--- src/rtl/bpred_branch_tracker.sv ---
`default_nettype none
// ============================================================================
// Module      : bpred_branch_tracker
// Description : Front end of the 2-bit counter table in the branch predictor.
//               Forms the counter-table lookup index from the DEC-stage PC.
//               Keeps {index, prediction} for each in-flight branch in a
//               small FIFO. When the ALU resolves a branch it pops the oldest
//               entry and emits a registered counter-table update plus a
//               mispredict flag.
//
// Parameters  : BPRED_WIDTH - counter-table index width (2**BPRED_WIDTH ctrs)
//               DEPTH       - max branches in flight, power of two, >= 2
//
// Ports       : i_Clk, i_Reset          - clock, synchronous active-high reset
//               i_DEC_PC                - PC of the instruction in DEC
//               i_DEC_Is_Branch         - push request (conditional branch)
//               i_Prediction            - table prediction for o_Lookup_Index
//               i_ALU_Branch_Valid      - pop request (oldest branch resolves)
//               i_ALU_Branch_Outcome    - resolved direction (1 = taken)
//               i_Flush                 - squash all queued branches
//               o_Lookup_Index          - combinational table read index
//               o_Index                 - update index when updating, else
//                                         lookup index
//               o_Update_Enable/_Index/_Outcome, o_Mispredict
//                                       - registered one-cycle update pulse
//               o_Count, o_Full, o_Empty- FIFO occupancy
//               o_Overflow, o_Underflow - registered error pulses
//
// Options     : `define BPRED_GSHARE_EN to XOR the index with a
//               non-speculative global history register (gshare); otherwise
//               the index is the plain word-aligned PC bits (bimodal).
//
// Revision    : 1.0 - initial release
// ============================================================================
module bpred_branch_tracker #(
    parameter int BPRED_WIDTH = 9,
    parameter int DEPTH       = 4
) (
    input  logic                     i_Clk,
    input  logic                     i_Reset,
    input  logic [31:0]              i_DEC_PC,
    input  logic                     i_DEC_Is_Branch,
    input  logic                     i_Prediction,
    input  logic                     i_ALU_Branch_Valid,
    input  logic                     i_ALU_Branch_Outcome,
    input  logic                     i_Flush,
    output logic [BPRED_WIDTH-1:0]   o_Lookup_Index,
    output logic [BPRED_WIDTH-1:0]   o_Index,
    output logic                     o_Update_Enable,
    output logic [BPRED_WIDTH-1:0]   o_Update_Index,
    output logic                     o_Update_Outcome,
    output logic                     o_Mispredict,
    output logic [$clog2(DEPTH):0]   o_Count,
    output logic                     o_Full,
    output logic                     o_Empty,
    output logic                     o_Overflow,
    output logic                     o_Underflow
);

    localparam int c_PTR_W = $clog2(DEPTH);
    localparam int c_CNT_W = c_PTR_W + 1;
    localparam logic [c_CNT_W-1:0] c_FULL_CNT = c_CNT_W'(DEPTH);

    // Entry storage; contents need no reset because occupancy is tracked
    // separately by the pointers and count.
    logic [BPRED_WIDTH-1:0] r_idx_mem [DEPTH];
    logic [DEPTH-1:0]       r_pred_mem;

    logic [c_PTR_W-1:0]     r_wr_ptr;
    logic [c_PTR_W-1:0]     r_rd_ptr;
    logic [c_CNT_W-1:0]     r_count;

    logic                   r_upd_en;
    logic [BPRED_WIDTH-1:0] r_upd_idx;
    logic                   r_upd_out;
    logic                   r_mispred;
    logic                   r_ovf;
    logic                   r_udf;

    logic [BPRED_WIDTH-1:0] w_base;
    logic [BPRED_WIDTH-1:0] w_lookup;
    logic                   w_full;
    logic                   w_empty;
    logic                   w_pop;
    logic                   w_push_req;
    logic                   w_push;
    logic [BPRED_WIDTH-1:0] w_rd_idx;
    logic                   w_rd_pred;
    logic                   w_unused_pc;

    // Word-aligned PC bits select the counter; the rest of the PC is ignored.
    assign w_base      = i_DEC_PC[BPRED_WIDTH+1:2];
    assign w_unused_pc = ^{i_DEC_PC[31:BPRED_WIDTH+2], i_DEC_PC[1:0]};

    assign w_full     = (r_count == c_FULL_CNT);
    assign w_empty    = (r_count == '0);
    assign w_pop      = i_ALU_Branch_Valid & ~w_empty;
    assign w_push_req = i_DEC_Is_Branch & ~i_Flush;
    // A pop frees a slot in the same cycle, so a full FIFO can still accept.
    assign w_push     = w_push_req & (~w_full | w_pop);

    assign w_rd_idx   = r_idx_mem[r_rd_ptr];
    assign w_rd_pred  = r_pred_mem[r_rd_ptr];

`ifdef BPRED_GSHARE_EN
    // History is trained only at resolution, so flushes never disturb it.
    logic [BPRED_WIDTH-1:0] r_ghr;

    always_ff @(posedge i_Clk) begin
        if (i_Reset) begin
            r_ghr <= '0;
        end else if (w_pop) begin
            r_ghr <= {r_ghr[BPRED_WIDTH-2:0], i_ALU_Branch_Outcome};
        end
    end

    assign w_lookup = w_base ^ r_ghr;
`else
    assign w_lookup = w_base;
`endif

    // Write side. When full with a simultaneous pop, the write pointer equals
    // the read pointer; the read above sees the old entry before this edge.
    always_ff @(posedge i_Clk) begin
        if (w_push) begin
            r_idx_mem[r_wr_ptr]  <= w_lookup;
            r_pred_mem[r_wr_ptr] <= i_Prediction;
        end
    end

    // Pointers and occupancy. Flush wins over push/pop bookkeeping, but the
    // popped entry has already been captured into the update registers.
    always_ff @(posedge i_Clk) begin
        if (i_Reset || i_Flush) begin
            r_wr_ptr <= '0;
            r_rd_ptr <= '0;
            r_count  <= '0;
        end else begin
            if (w_push) begin
                r_wr_ptr <= r_wr_ptr + c_PTR_W'(1);
            end
            if (w_pop) begin
                r_rd_ptr <= r_rd_ptr + c_PTR_W'(1);
            end
            r_count <= r_count + c_CNT_W'(w_push) - c_CNT_W'(w_pop);
        end
    end

    // Registered update and status pulses.
    always_ff @(posedge i_Clk) begin
        if (i_Reset) begin
            r_upd_en  <= 1'b0;
            r_upd_idx <= '0;
            r_upd_out <= 1'b0;
            r_mispred <= 1'b0;
            r_ovf     <= 1'b0;
            r_udf     <= 1'b0;
        end else begin
            r_upd_en  <= w_pop;
            r_mispred <= w_pop & (w_rd_pred != i_ALU_Branch_Outcome);
            if (w_pop) begin
                r_upd_idx <= w_rd_idx;
                r_upd_out <= i_ALU_Branch_Outcome;
            end
            r_ovf     <= w_push_req & w_full & ~w_pop;
            r_udf     <= i_ALU_Branch_Valid & w_empty;
        end
    end

    assign o_Lookup_Index   = w_lookup;
    assign o_Index          = r_upd_en ? r_upd_idx : w_lookup;
    assign o_Update_Enable  = r_upd_en;
    assign o_Update_Index   = r_upd_idx;
    assign o_Update_Outcome = r_upd_out;
    assign o_Mispredict     = r_mispred;
    assign o_Count          = r_count;
    assign o_Full           = w_full;
    assign o_Empty          = w_empty;
    assign o_Overflow       = r_ovf;
    assign o_Underflow      = r_udf;

endmodule
`default_nettype wire

--- config.mk ---
export PLATFORM = sky130hd
export DESIGN_NAME = bpred_branch_tracker
export DESIGN_NICKNAME = d
export VERILOG_FILES = /design/src/rtl/bpred_branch_tracker.sv
export SDC_FILE = /design/constraint.sdc
export NUM_CORES = 1
export LEC_CHECK = 0
export CAP_MARGIN = 20
export CORE_MARGIN = 2
export CORE_UTILIZATION = 50
export DETAILED_ROUTE_END_ITERATION = 8
export PLACE_DENSITY = 0.95
export SETUP_SLACK_MARGIN = 0.4
export SYNTH_ARGS = -nofsm -noshare
export SYNTH_HDL_FRONTEND = slang
export SYNTH_SLANG_ARGS = --single-unit
--- constraint.sdc ---
create_clock -name i_Clk -period 6.6 [get_ports i_Clk]
set_clock_uncertainty 0.05 [all_clocks]
set_input_delay 0.99 -clock i_Clk [delete_from_list [all_inputs] [get_ports i_Clk]]
set_output_delay 0.99 -clock i_Clk [all_outputs]
set_load 0.05 [all_outputs]
# Word-level counts from Yosys, hierarchy flattened
# Memory sizes are Yosys's and may differ from the RTL's. A register that Yosys moved wholly into a read port is not among the register bits.
# Index checks and enable logic that the tools add are counted.
# word_totals
reg_bits	16
mem_count	1
mem_bits_rw	36
input_bits	39
out_inout_bits	37
wordCells	42
# op_classes
add_sub_neg	4
mux	8
magnitude_cmp	3
reduce_logical	3
bitwise	12
n_eq_ne	2
# mem_list
memory	words	width	read_ports	rd_ports_with_merged_regs	wr	line	text
r_idx_mem	4	9	1	1	1	66	logic [BPRED_WIDTH-1:0] r_idx_mem [DEPTH];
# ops
operator	count
$mux 9	1
$and 1x1->1	7
$lt 2x3->1 const B	2
$add 2x1->2 const B	2
$bwmux 4	1
$mux 1	4
$not 1->1	4
$add 3x1->3	1
$eq 3x3->1 const B	1
$logic_not 3->1	1
$sub 3x1->3	1
$bmux 1 s2	1
$demux 1 s2	1
$ge 2x1->1 const B	1
$logic_and 1x1->1	1
$logic_or 1x1->1	1
$ne 1x1->1	1
$or 1x1->1	1

# Longest topological paths before layout
# Gate-level depths: netlist (run 1).
# depth
ltp_word	7
depth_mapped	11
depth_no_buf	11

# Worst setup path after synthesis (run 1)
# No wires, ideal clock.
# synth_timing
kind	reg2out
startpoint	reg r_count[2] (netlist: o_Count[2])
endpoint	out o_Full
setup_slack_ns	3.599
required_time_ns	5.560
arrival_time_ns	1.961
stages_incl_launch_ff	2
cell_sequence	dfxtp_1 nor3b_1
# synth_via
elab_chain_len	1
# synth_rtl
item	line	text
start: declaration	71	logic [c_CNT_W-1:0] r_count;
start signal: assignment	145	r_count <= r_count + c_CNT_W'(w_push) - c_CNT_W'(w_pop);
$eq 3x3->1	95	assign w_full = (r_count == c_FULL_CNT);
end: declaration	54	output logic o_Full,
# Every way passes these cells.

# Worst setup path after layout (run 1)
# layout_timing
startpoint	in i_DEC_PC[7]
endpoint	out o_Index[5]
# layout_via
elab_chain_len	1
# layout_rtl
item	line	text
start: declaration	41	input logic [31:0] i_DEC_PC,
$mux 9	171	assign o_Index = r_upd_en ? r_upd_idx : w_lookup;
end: declaration	48	output logic [BPRED_WIDTH-1:0] o_Index,
# Every way passes these cells.

==> key figures, run 1 <==
Synthesis
  – Adder-Cell Fraction of Synth Area: 3.76%
  – Most used DFF post-synth: edfxtp_1
  – Flops & latches, synth: 61
  – Multiplexer share of the synthesized area: 12.9%
  – EDFF count, synth: 40
  – Post-Synth Simple-Gate Area: about 8.8%
  – Synth Warn #: 0
  – Synth unique cells: 33
  – Sequential share of the synthesized area: around 64%
  – Largest family of logic cells by synthesized area: multiplexers
  – Synth Cell Area: 2530 sq um
  – Area leader, netlist: edfxtp_1
  – Synth Area in XOR/XNOR: under 10%
  – Ys async rst share: 0%
  – Synth top area cells: edfxtp_1 (47%), dfxtp_1 (17%), mux4_2 (8.9%)
  – Synth Area in Compound Gates: 3.51%
  – Top-count cell post-synth: edfxtp_1
  – Syn Area/Cell: about 15 sq um
  – Synth top cells by count: edfxtp_1 (40), dfxtp_1 (21), nand2_1 (21), a21oi_1 (10), mux4_2 (10)
  – Syn nets: 220
  – Synth Instances: ~170
  – Area share of the largest cell type after synthesis: between 40% and 50%

Detailed routing
  – Routed Wire Length: 4.76 mm
  – DRC: 0
  – First-pass iteration count of the detailed router: 4
  – Vias: 1532
  – Iteration-0 DRC Markers: 131
  – Vias per inst: 5.23
  – WL per Instance: 16.3 microns
  – Antenna Violating Nets Remaining: 0

Cells and area
  – Area occupied by multi-input gates: 776 sq um
  – Diode count: 0
  – Final Net Count: 267
  – Layout cells sized above 1: between 10% and 20%
  – Register area: around 1600 sq um
  – Synth-to-layout area growth: 26.7%
  – Fin area: 3200 sq um
  – Final std cells w/o fill: 293
  – Fill cell count: 317

Pwr
  – Power share of the sequential group: between 50 and 60%
  – Switching Fraction: 25.6%
  – Pint: 0.000615 W
  – Pwr Density: about 260 nW/um^2
  – Clock network power share: 34.9%
  – Comb pwr share: 13.9%
  – Sw power: 0.000212 W
  – LEAKAGE: 1.08 nW
  – Worst VDD drop: between 0.0001 and 0.00015 V

STA
  – Max-slew violation count: 0
  – Setup TNS: 0 ns
  – RSZ-0062 raised after global routing: false
  – Fmax: 0.277 GHz
  – Final setup viols: 0
  – Count of final hold-check violations: 0
  – Tcrit/Tclk final: between 50% and 60%
  – Slew @ Worst Pin: 0.766 ns
  – Min Tclk post-route: roughly 3.6 ns
  – Max_slew headroom: approximately 50%

Critical path
  – WP data arrival: 2.57 ns
  – Max FO, Critical Path: 6
  – CP Data Required Time: 5.56 ns
  – Worst reg2reg setup slack: 3.84 ns
  – Crit path capture type: output pin
  – WS Path Type: input port to output pin
  – CP startpoint kind: input port

Run
  – # Max-Cap Violations: 0

Clocking
  – CTS Sinks: 61
  – Clk Tree Root Cell: clkbuf_8
  – CTS tree: done
  – Resized cells post-CTS: 0
  – CTS H-tree lvls: 3
  – Max clock buf depth: 2
  – Worst-Skew Late Latency: 0.33 ns
  – Clock-pin slew on the worst setup and hold paths: 0.07 ns
  – Post-CTS setup buffers: 0
  – Num CTS Buffers: 9
  – Hold-fix buffers, CTS: 0

GRT
  – Global-route wire length before repair: 7.25 mm
  – GR Overflow Total: 0
  – Initial antenna violation count: 0
  – Tot GR Track Use: 18.6%
  – Number of global-route vias before repair: 1468
  – Largest net degree at the start of global routing: 19

Floorplan
  – Initial Util: 52.9%
  – Die area: between 5000 and 6000 sq um
  – Io pins: 76
  – DIE HEIGHT: 75.1 microns
  – Core Rows: 25
  – CORE AREA: 4790 sq um
  – Die extent in x: 75.1 microns

Placement
  – Detailed Place HPWL: ~3.1 mm
  – Cell area after placement: approximately 3000 sq um
  – Placed insts: 277
  – GPL Wtd Cong: 0.731
  – PortBufs: 52

Run status
  – Status: completed

Min path
  – Type of the worst min-delay path: flop to flop
## cell type report
class | count | share of cell area, %
Clock buffer | 14 | 5.08
Clock inverter | 2 | 0.312
Inverter | 6 | 0.703
Multi-Input combinational cell | 90 | 24.2
Sequential cell | 61 | 50.6
Tap cell | 67 | 2.62
Timing Repair Buffer | 53 | 16.5
## cells by family after synthesis
family / Yosys count
adder cells (fa/ha/maj): 7
multiplexers: 19
AND/OR/NAND/NOR: 44
XOR/XNOR: 5
flip-flops: 61
buffers and inverters: 23
AO/OA/AOI/OAI: 15
## cell usage in the layout (no fill, tap or decap), types with 2 or more instances in the layout
master,netlist,final
clkinv_2,0,2
nor2_1,3,3
clkbuf_8,0,11
ha_1,6,6
and3_1,4,4
nor3_1,5,5
and2_1,2,2
inv_1,6,6
mux2_2,9,9
dfxtp_1,21,21
xnor2_1,4,4
a21oi_1,10,10
nand2_1,21,21
edfxtp_1,40,40
mux4_2,10,10
clkbuf_1,3,3
clkdlybuf4s50_1,0,52
## flip-flops by register name (all words and copies together), names as in the netlist
| register | cells |
|---|---|
| o_Update_Enable | 1 |
| o_Underflow | 1 |
| o_Update_Index | 9 |
| o_Mispredict | 1 |
| o_Count | 3 |
| o_Overflow | 1 |
| r_rd_ptr | 2 |
| r_wr_ptr | 2 |
| r_idx_mem | 36 |
| o_Update_Outcome | 1 |
| r_pred_mem | 4 |
## critical path, stage by stage
cell	delay, ns
clkdlybuf4s50_1	0.59
mux2_2	0.19
clkdlybuf4s50_1	0.79
## through the flow
stage / setup slack (ns) / total power [W] / util [%] / hold slack [ns]
3_5_place_dp: 2.84 / 0.000547 / 63.3 / 0.404
5_1_grt: 2.94 / 0.000854 / 67.0 / 0.429
3_3_place_gp: 2.85 / 0.000545 / 63.3 / 0.396
2_1_floorplan: 3.60 / 0.000507 / - / 0.411
4_1_cts: 2.99 / 0.000833 / 67.0 / 0.413
6_report: 2.99 / 0.000827 / 67.0 / 0.411
## layer usage
metal	part of all wire, %	track usage (%)	up-vias
li1	-	-	725
met1	42	23.4	750
met2	52	28.8	50
met3	4.7	5.76	7
met4	1.8	10.3	0
met5	0	0	-
## final timing paths
check / from / end / depth (start not counted)
max: i_DEC_PC[7] / o_Index[5] / 3
min: o_Update_Outcome / o_Update_Outcome / 2
max reg2reg: o_Count[1] / o_Count[2] / 11
min reg2reg: o_Update_Outcome / o_Update_Outcome / 2
## power groups by stage
| stage | Sequential (W) | Clock (W) | Combinational (W) |
|---|---|---|---|
| after floorplan | 0.000444 | 0 | 0.0000633 |
| after global placement | 0.000431 | 0 | 0.000114 |
| after detailed placement | 0.000431 | 0 | 0.000116 |
| after CTS | 0.000423 | 0.000294 | 0.000116 |
| after global routing | 0.000424 | 0.000308 | 0.000122 |
| final | 0.000423 | 0.000288 | 0.000115 |
Power figures use the tool's default switching activity.
==> inputs of run 2 (changes only) <==
CORE_UTILIZATION = 42   (was 50)
PLACE_DENSITY = 0.86   (was 0.95)
clock period = 3.1 ns   (was 6.6 ns; I/O delays follow)
==> key figures, run 2 (synthesized netlist as in run 1, its figures left out) <==
Cells and area
  – Commonest cells after routing, fill and taps aside: clkdlybuf4s50_1 (52), edfxtp_1 (40), nand2_1 (21), dfxtp_1 (20), clkbuf_8 (11)
  – Final Net Count: 271 (+1.5%)
  – Layout cells sized above 1: 18.3% (+2.8 points)
  – Commonest non-fill, non-tap cell in the layout: clkdlybuf4s50_1
  – Fill cell count: 472 (+49%)
  – Max reg flops: 36 (unchanged)
  – Reg with most FFs: r_idx_mem
  – Diode count: 0 (unchanged)
  – Synth-to-layout area growth: 29.4%

GRT
  – Largest net degree at the start of global routing: 13 (-6)
  – Initial antenna violation count: 0 (unchanged)
  – Number of global-route vias before repair: 1505 (+2.5%)
  – Global-route wire length before repair: 7.38 mm (+1.9%)
  – GR Overflow Total: 0 (unchanged)
  – Tot GR Track Use: 15.9% (-2.7 points)

Detailed routing
  – DRC: 0 (unchanged)
  – Iteration-0 DRC Markers: 67 (-49%)
  – Vias per inst: 5.00 (-4.4%)
  – Vias: 1525 (-0.46%)
  – Routed Wire Length: 4.77 mm (+0.10%)
  – First-pass iteration count of the detailed router: 4 (unchanged)
  – Antenna Violating Nets Remaining: 0 (unchanged)
  – WL per Instance: 15.6 microns (-3.8%)

Clocking
  – Resized cells post-CTS: 0 (unchanged)
  – CTS tree: done
  – Num CTS Buffers: 9 (unchanged)
  – Clk Tree Root Cell: clkbuf_8
  – Post-CTS setup buffers: 0 (unchanged)
  – Max clock buf depth: 2 (unchanged)
  – Worst-Skew Late Latency: 0.34 ns (about the same)
  – Clock-pin slew on the worst setup and hold paths: 0.06 ns (about the same)
  – CTS Sinks: 61 (unchanged)
  – CTS H-tree lvls: 3 (unchanged)
  – Hold-fix buffers, CTS: 0 (unchanged)

Run
  – # Max-Cap Violations: 0 (unchanged)

Pwr
  – LEAKAGE: 1.12 nW (+3.4%)
  – Final Power: 0.00185 W (+120%)
  – Pwr Density: 564 nW/um^2 (+120%)
  – Worst VDD drop: 0.000292 V (+98%)

Critical path
  – Worst Reg-to-Reg Cells: 11 (unchanged)
  – CP startpoint kind: flop
  – Crit path capture type: output pin
  – Slowest cell on the critical path: clkdlybuf4s50_1
  – Worst R2R End: o_Count[2]
  – CP Data Required Time: 2.58 ns (-2.98 ns)
  – R2R Path Start: o_Count[2]
  – Crit path largest cell delay: 0.70 ns (-0.09 ns)
  – WP data arrival: 2.07 ns (-0.50 ns)
  – Max FO, Critical Path: 10 (+4)
  – WS Path Type: flop to output pin
  – Worst reg2reg setup slack: 0.68 ns (-3.16 ns)
  – Worst path cell trace: mux2_2 > clkdlybuf4s50_1

Floorplan
  – Initial Util: 43.0% (-9.9 points)
  – Io pins: 76 (unchanged)
  – CORE AREA: 5890 sq um (+23%)
  – Die area: 6660 sq um (+18%)
  – Core Rows: 28 (+12%)
  – DIE HEIGHT: 81.6 microns (+8.6%)
  – Die extent in x: 81.6 microns (+8.6%)

Min path
  – Type of the worst min-delay path: flop to flop
  – WHS Endpoint: o_Update_Outcome
  – Hold Crit Start: o_Update_Outcome
  – Worst hold stages: 2 (unchanged)

STA
  – Count of final hold-check violations: 0 (unchanged)
  – Final setup viols: 0 (unchanged)
  – Setup TNS: 0 ns (unchanged)
  – Max_slew headroom: 47.2% (-1.6 points)
  – Fmax: 0.388 GHz
  – Tcrit/Tclk final: a little over four fifths
  – Slew @ Worst Pin: 0.790 ns (+0.0247 ns)
  – RSZ-0062 raised after global routing: false
  – Min Tclk post-route: between 2 and 3 ns
  – Max-slew violation count: 0 (unchanged)

Run status
  – Status: completed

Placement
  – PortBufs: 52 (unchanged)
  – Detailed Place HPWL: 3.24 mm (+3.1%)
  – GPL Wtd Cong: 0.693 (-5.2%)
run 2: cell count changes in the layout (fill, tap and decap cells not counted), sizes merged:
cell and change:
buf +4, clkbuf -3, clkinv +2, bufinv +1
run 2: area by class of cell:
class / instances / area, sq um / share of cell area (%)
multi-input cells: 90 / 776 / 23.7
well taps: 75 / 93.8 / 2.87
flip-flops and latches: 61 / 1620 / 49.6
clock inverters: 5 / 48.8 / 1.49
clock buffers: 11 / 151 / 4.63
repair buffers: 57 / 558 / 17.0
inverters: 6 / 22.5 / 0.688
run 2: power by group:
group          internal, W  leakage (nW)  switching [W]  total, W
Clock             0.000407         0.107       0.000290  0.000697
Sequential        0.000884         0.534      0.0000157  0.000900
Combinational    0.0000966         0.479       0.000152  0.000249
run 2: worst max-delay path, delay by kind of cell (launching register included):
kind,cells,cell delay (ns)
DFF,1,0.63
muxes,1,0.39
buffers and inverters,1,0.70
run 2: metrics by stage:
step	utilization, %	instances	area, sq um	hold WS, ns	setup WS, ns
CTS	55.6	305	3270	0.414	0.462
floorplan	-	174	2530	0.411	0.467
global placement	52.2	289	3070	0.396	0.253
global route	55.6	305	3270	0.446	0.427
finish	55.6	305	3270	0.409	0.520
detailed placement	52.2	289	3070	0.405	0.239
run 2: metal layers:
layer	GRT usage [%]	vias to the layer above	share of wire, %
met4	6.50	0	1.6
met3	6.70	10	4.7
li1	-	730	-
met2	27.0	32	53
met1	17.6	753	40
met5	0	-	0
run 2: worst max path at each step:
stage                        from          to  slack [ns]
2_1_floorplan          o_Count[0]  o_Count[2]        0.47
3_3_place_gp   i_ALU_Branch_Valid  o_Count[2]        0.25
3_5_place_dp   i_ALU_Branch_Valid  o_Count[2]        0.24
4_1_cts           o_Update_Enable  o_Index[3]        0.46
5_1_grt           o_Update_Enable  o_Index[3]        0.43
6_report          o_Update_Enable  o_Index[7]        0.52
==> inputs of run 3 (changes only) <==
CORE_UTILIZATION = 46   (was 42)
PLACE_DENSITY = 0.89   (was 0.86)
clock period = 2.4 ns   (was 3.1 ns; I/O delays follow)
==> key figures, run 3 (synthesized netlist as in run 1, its figures left out) <==
Pwr
  – LEAKAGE: 1.27 nW (+14%)
  – Pwr Density: 695 nW/um^2 (+23%)
  – Worst VDD drop: 0.000451 V (+54%)

Clocking
  – CTS Sinks: 61 (unchanged)
  – Clock-pin slew on the worst setup and hold paths: 0.07 ns (about the same)
  – Worst-Skew Late Latency: 0.32 ns (-0.02 ns)
  – CTS H-tree lvls: 3 (unchanged)
  – Clk Tree Root Cell: clkbuf_8
  – Num CTS Buffers: 9 (unchanged)
  – Max clock buf depth: 2 (unchanged)
  – CTS tree: done

Critical path
  – Crit path largest cell delay: 0.37 ns (-0.33 ns)
  – WP data arrival: 2.30 ns (+0.23 ns)
  – WS Path Type: flop to flop
  – CP startpoint kind: flop
  – Slowest cell on the critical path: dfxtp_4
  – Max FO, Critical Path: 5 (-5)
  – CP Data Required Time: 2.57 ns (about the same)
  – Worst path cell trace: nor4b_4 > nor2_4 > inv_2 > ha_4 > inv_2 > ha_4 > inv_2 > fa_2 > xnor2_2 > xnor2_1 > and2_1
  – Most frequent cell on the critical path: inv_2
  – Crit path capture type: flop

Floorplan
  – Core Rows: 27 (-3.6%)
  – Initial Util: 46.8% (+3.8 points)
  – Io pins: 76 (unchanged)
  – Die extent in x: 78.2 microns (-4.2%)
  – Die area: 6110 sq um (-8.3%)
  – CORE AREA: 5410 sq um (-8.2%)
  – DIE HEIGHT: 78.2 microns (-4.2%)

Detailed routing
  – Iteration-0 DRC Markers: 119 (+78%)
  – First-pass iteration count of the detailed router: 4 (unchanged)
  – Routed Wire Length: 5.80 mm (+22%)
  – Vias per inst: 5.25 (+5.1%)
  – Antenna Violating Nets Remaining: 0 (unchanged)
  – WL per Instance: 18.7 microns (+20%)
  – DRC: 0 (unchanged)
  – Vias: 1629 (+6.8%)

Cells and area
  – Max reg flops: 36 (unchanged)
  – Area occupied by multi-input gates: 860 sq um (+11%)
  – Diode count: 0 (unchanged)
  – Util after Layout: 64.4% (+8.8 points)
  – Reg with most FFs: r_idx_mem
  – Final Net Count: 279 (+3.0%)
  – Commonest non-fill, non-tap cell in the layout: edfxtp_1
  – Final std cells w/o fill: 310 (+1.6%)
  – Fill cell count: 381 (-19%)
  – Synth-to-layout area growth: 37.5%
  – Commonest cells after routing, fill and taps aside: edfxtp_1 (40), clkdlybuf4s50_1 (26), buf_4 (22), nand2_1 (21), dfxtp_1 (18)
  – Register area: 1630 sq um (+0.62%)
  – Layout cells sized above 1: 36.6% (+18 points)

GRT
  – Tot GR Track Use: 20.5% (+4.6 points)
  – GR Overflow Total: 0 (unchanged)
  – Largest net degree at the start of global routing: 15 (+2)
  – Global-route wire length before repair: 8.99 mm (+22%)
  – Initial antenna violation count: 0 (unchanged)
  – Number of global-route vias before repair: 1761 (+17%)

Placement
  – Placed insts: 290 (+0.35%)
  – GPL Wtd Cong: 0.739 (+6.7%)
  – PortBufs: 52 (unchanged)
  – Detailed Place HPWL: 3.68 mm (+14%)

STA
  – Final setup viols: 0 (unchanged)
  – Final hold slack: 0.417 ns (+0.00767 ns)
  – RSZ-0062 raised after global routing: true
  – Fmax: 0.469 GHz
  – Min Tclk post-route: 2.13 ns
  – Tcrit/Tclk final: 88.8%
  – Slew @ Worst Pin: 0.589 ns (-0.201 ns)
  – Max-slew violation count: 0 (unchanged)
  – Max_slew headroom: 60.7% (+13 points)
  – Count of final hold-check violations: 0 (unchanged)

Run status
  – Status: completed

Min path
  – Type of the worst min-delay path: flop to flop

Run
  – # Max-Cap Violations: 0 (unchanged)
-- run 3: critical path, delay by kind of cell, from the launching register on --
| family | cells | cell delay (ns) |
|---|---|---|
| adders and majority gates | 3 | 0.65 |
| and+or+nand+nor | 3 | 0.53 |
| DFF | 1 | 0.37 |
| xor gates and xnor gates | 2 | 0.27 |
| buffers and inverters | 3 | 0.15 |
-- run 3: area by class of cell --
type | instances | area share, %
sequential | 61 | 46.9
clock inverter | 6 | 1.83
multi-input combinational | 90 | 24.7
inverter | 6 | 0.647
tap | 72 | 2.59
timing repair buffer | 65 | 19.6
clock buffer | 10 | 3.67
-- run 3: what timing repair did --
action / CTS / global route
buffers inserted: 3 / 1
endpoints found under the setup margin: 5 / 44
resized for setup: 11 / 10
pin swaps: 3 / 0
hold buffers: 0 / 0
-- run 3: final timing paths --
check,from,end,slack [ns],cells after the start
worst max-delay path,o_Count[1],o_Count[2],0.27,11
worst min-delay path,o_Update_Index[6],o_Update_Index[6],0.42,2
worst max register to register,o_Count[1],o_Count[2],0.27,11
worst min register to register,o_Update_Index[6],o_Update_Index[6],0.42,2
-- run 3: metrics by stage --
step	setup TNS (ns)	power, W	setup slack [ns]	area [sq um]
CTS	0	0.00243	0.274	3460
floorplan	0	0.00141	0.168	2600
detailed placement	-0.316	0.00156	-0.224	3230
global route	0	0.00251	0.185	3480
global placement	-0.217	0.00154	-0.206	3230
finish	0	0.00242	0.269	3480
-- run 3: power breakdown --
part / internal [W] / switching [W]
clock: 0.000477 / 0.000400
combinational: 0.000158 / 0.000223
sequential: 0.00114 / 0.0000196
-- run 3: metal layers --
| layer | wire length, microns | global-route usage, % | up-vias |
|---|---|---|---|
| met4 | 167 | 11.4 | 0 |
| met3 | 200 | 4.71 | 14 |
| met5 | 0 | 0 | - |
| met2 | 3240 | 38.0 | 51 |
| li1 | - | - | 745 |
| met1 | 2190 | 21.2 | 819 |
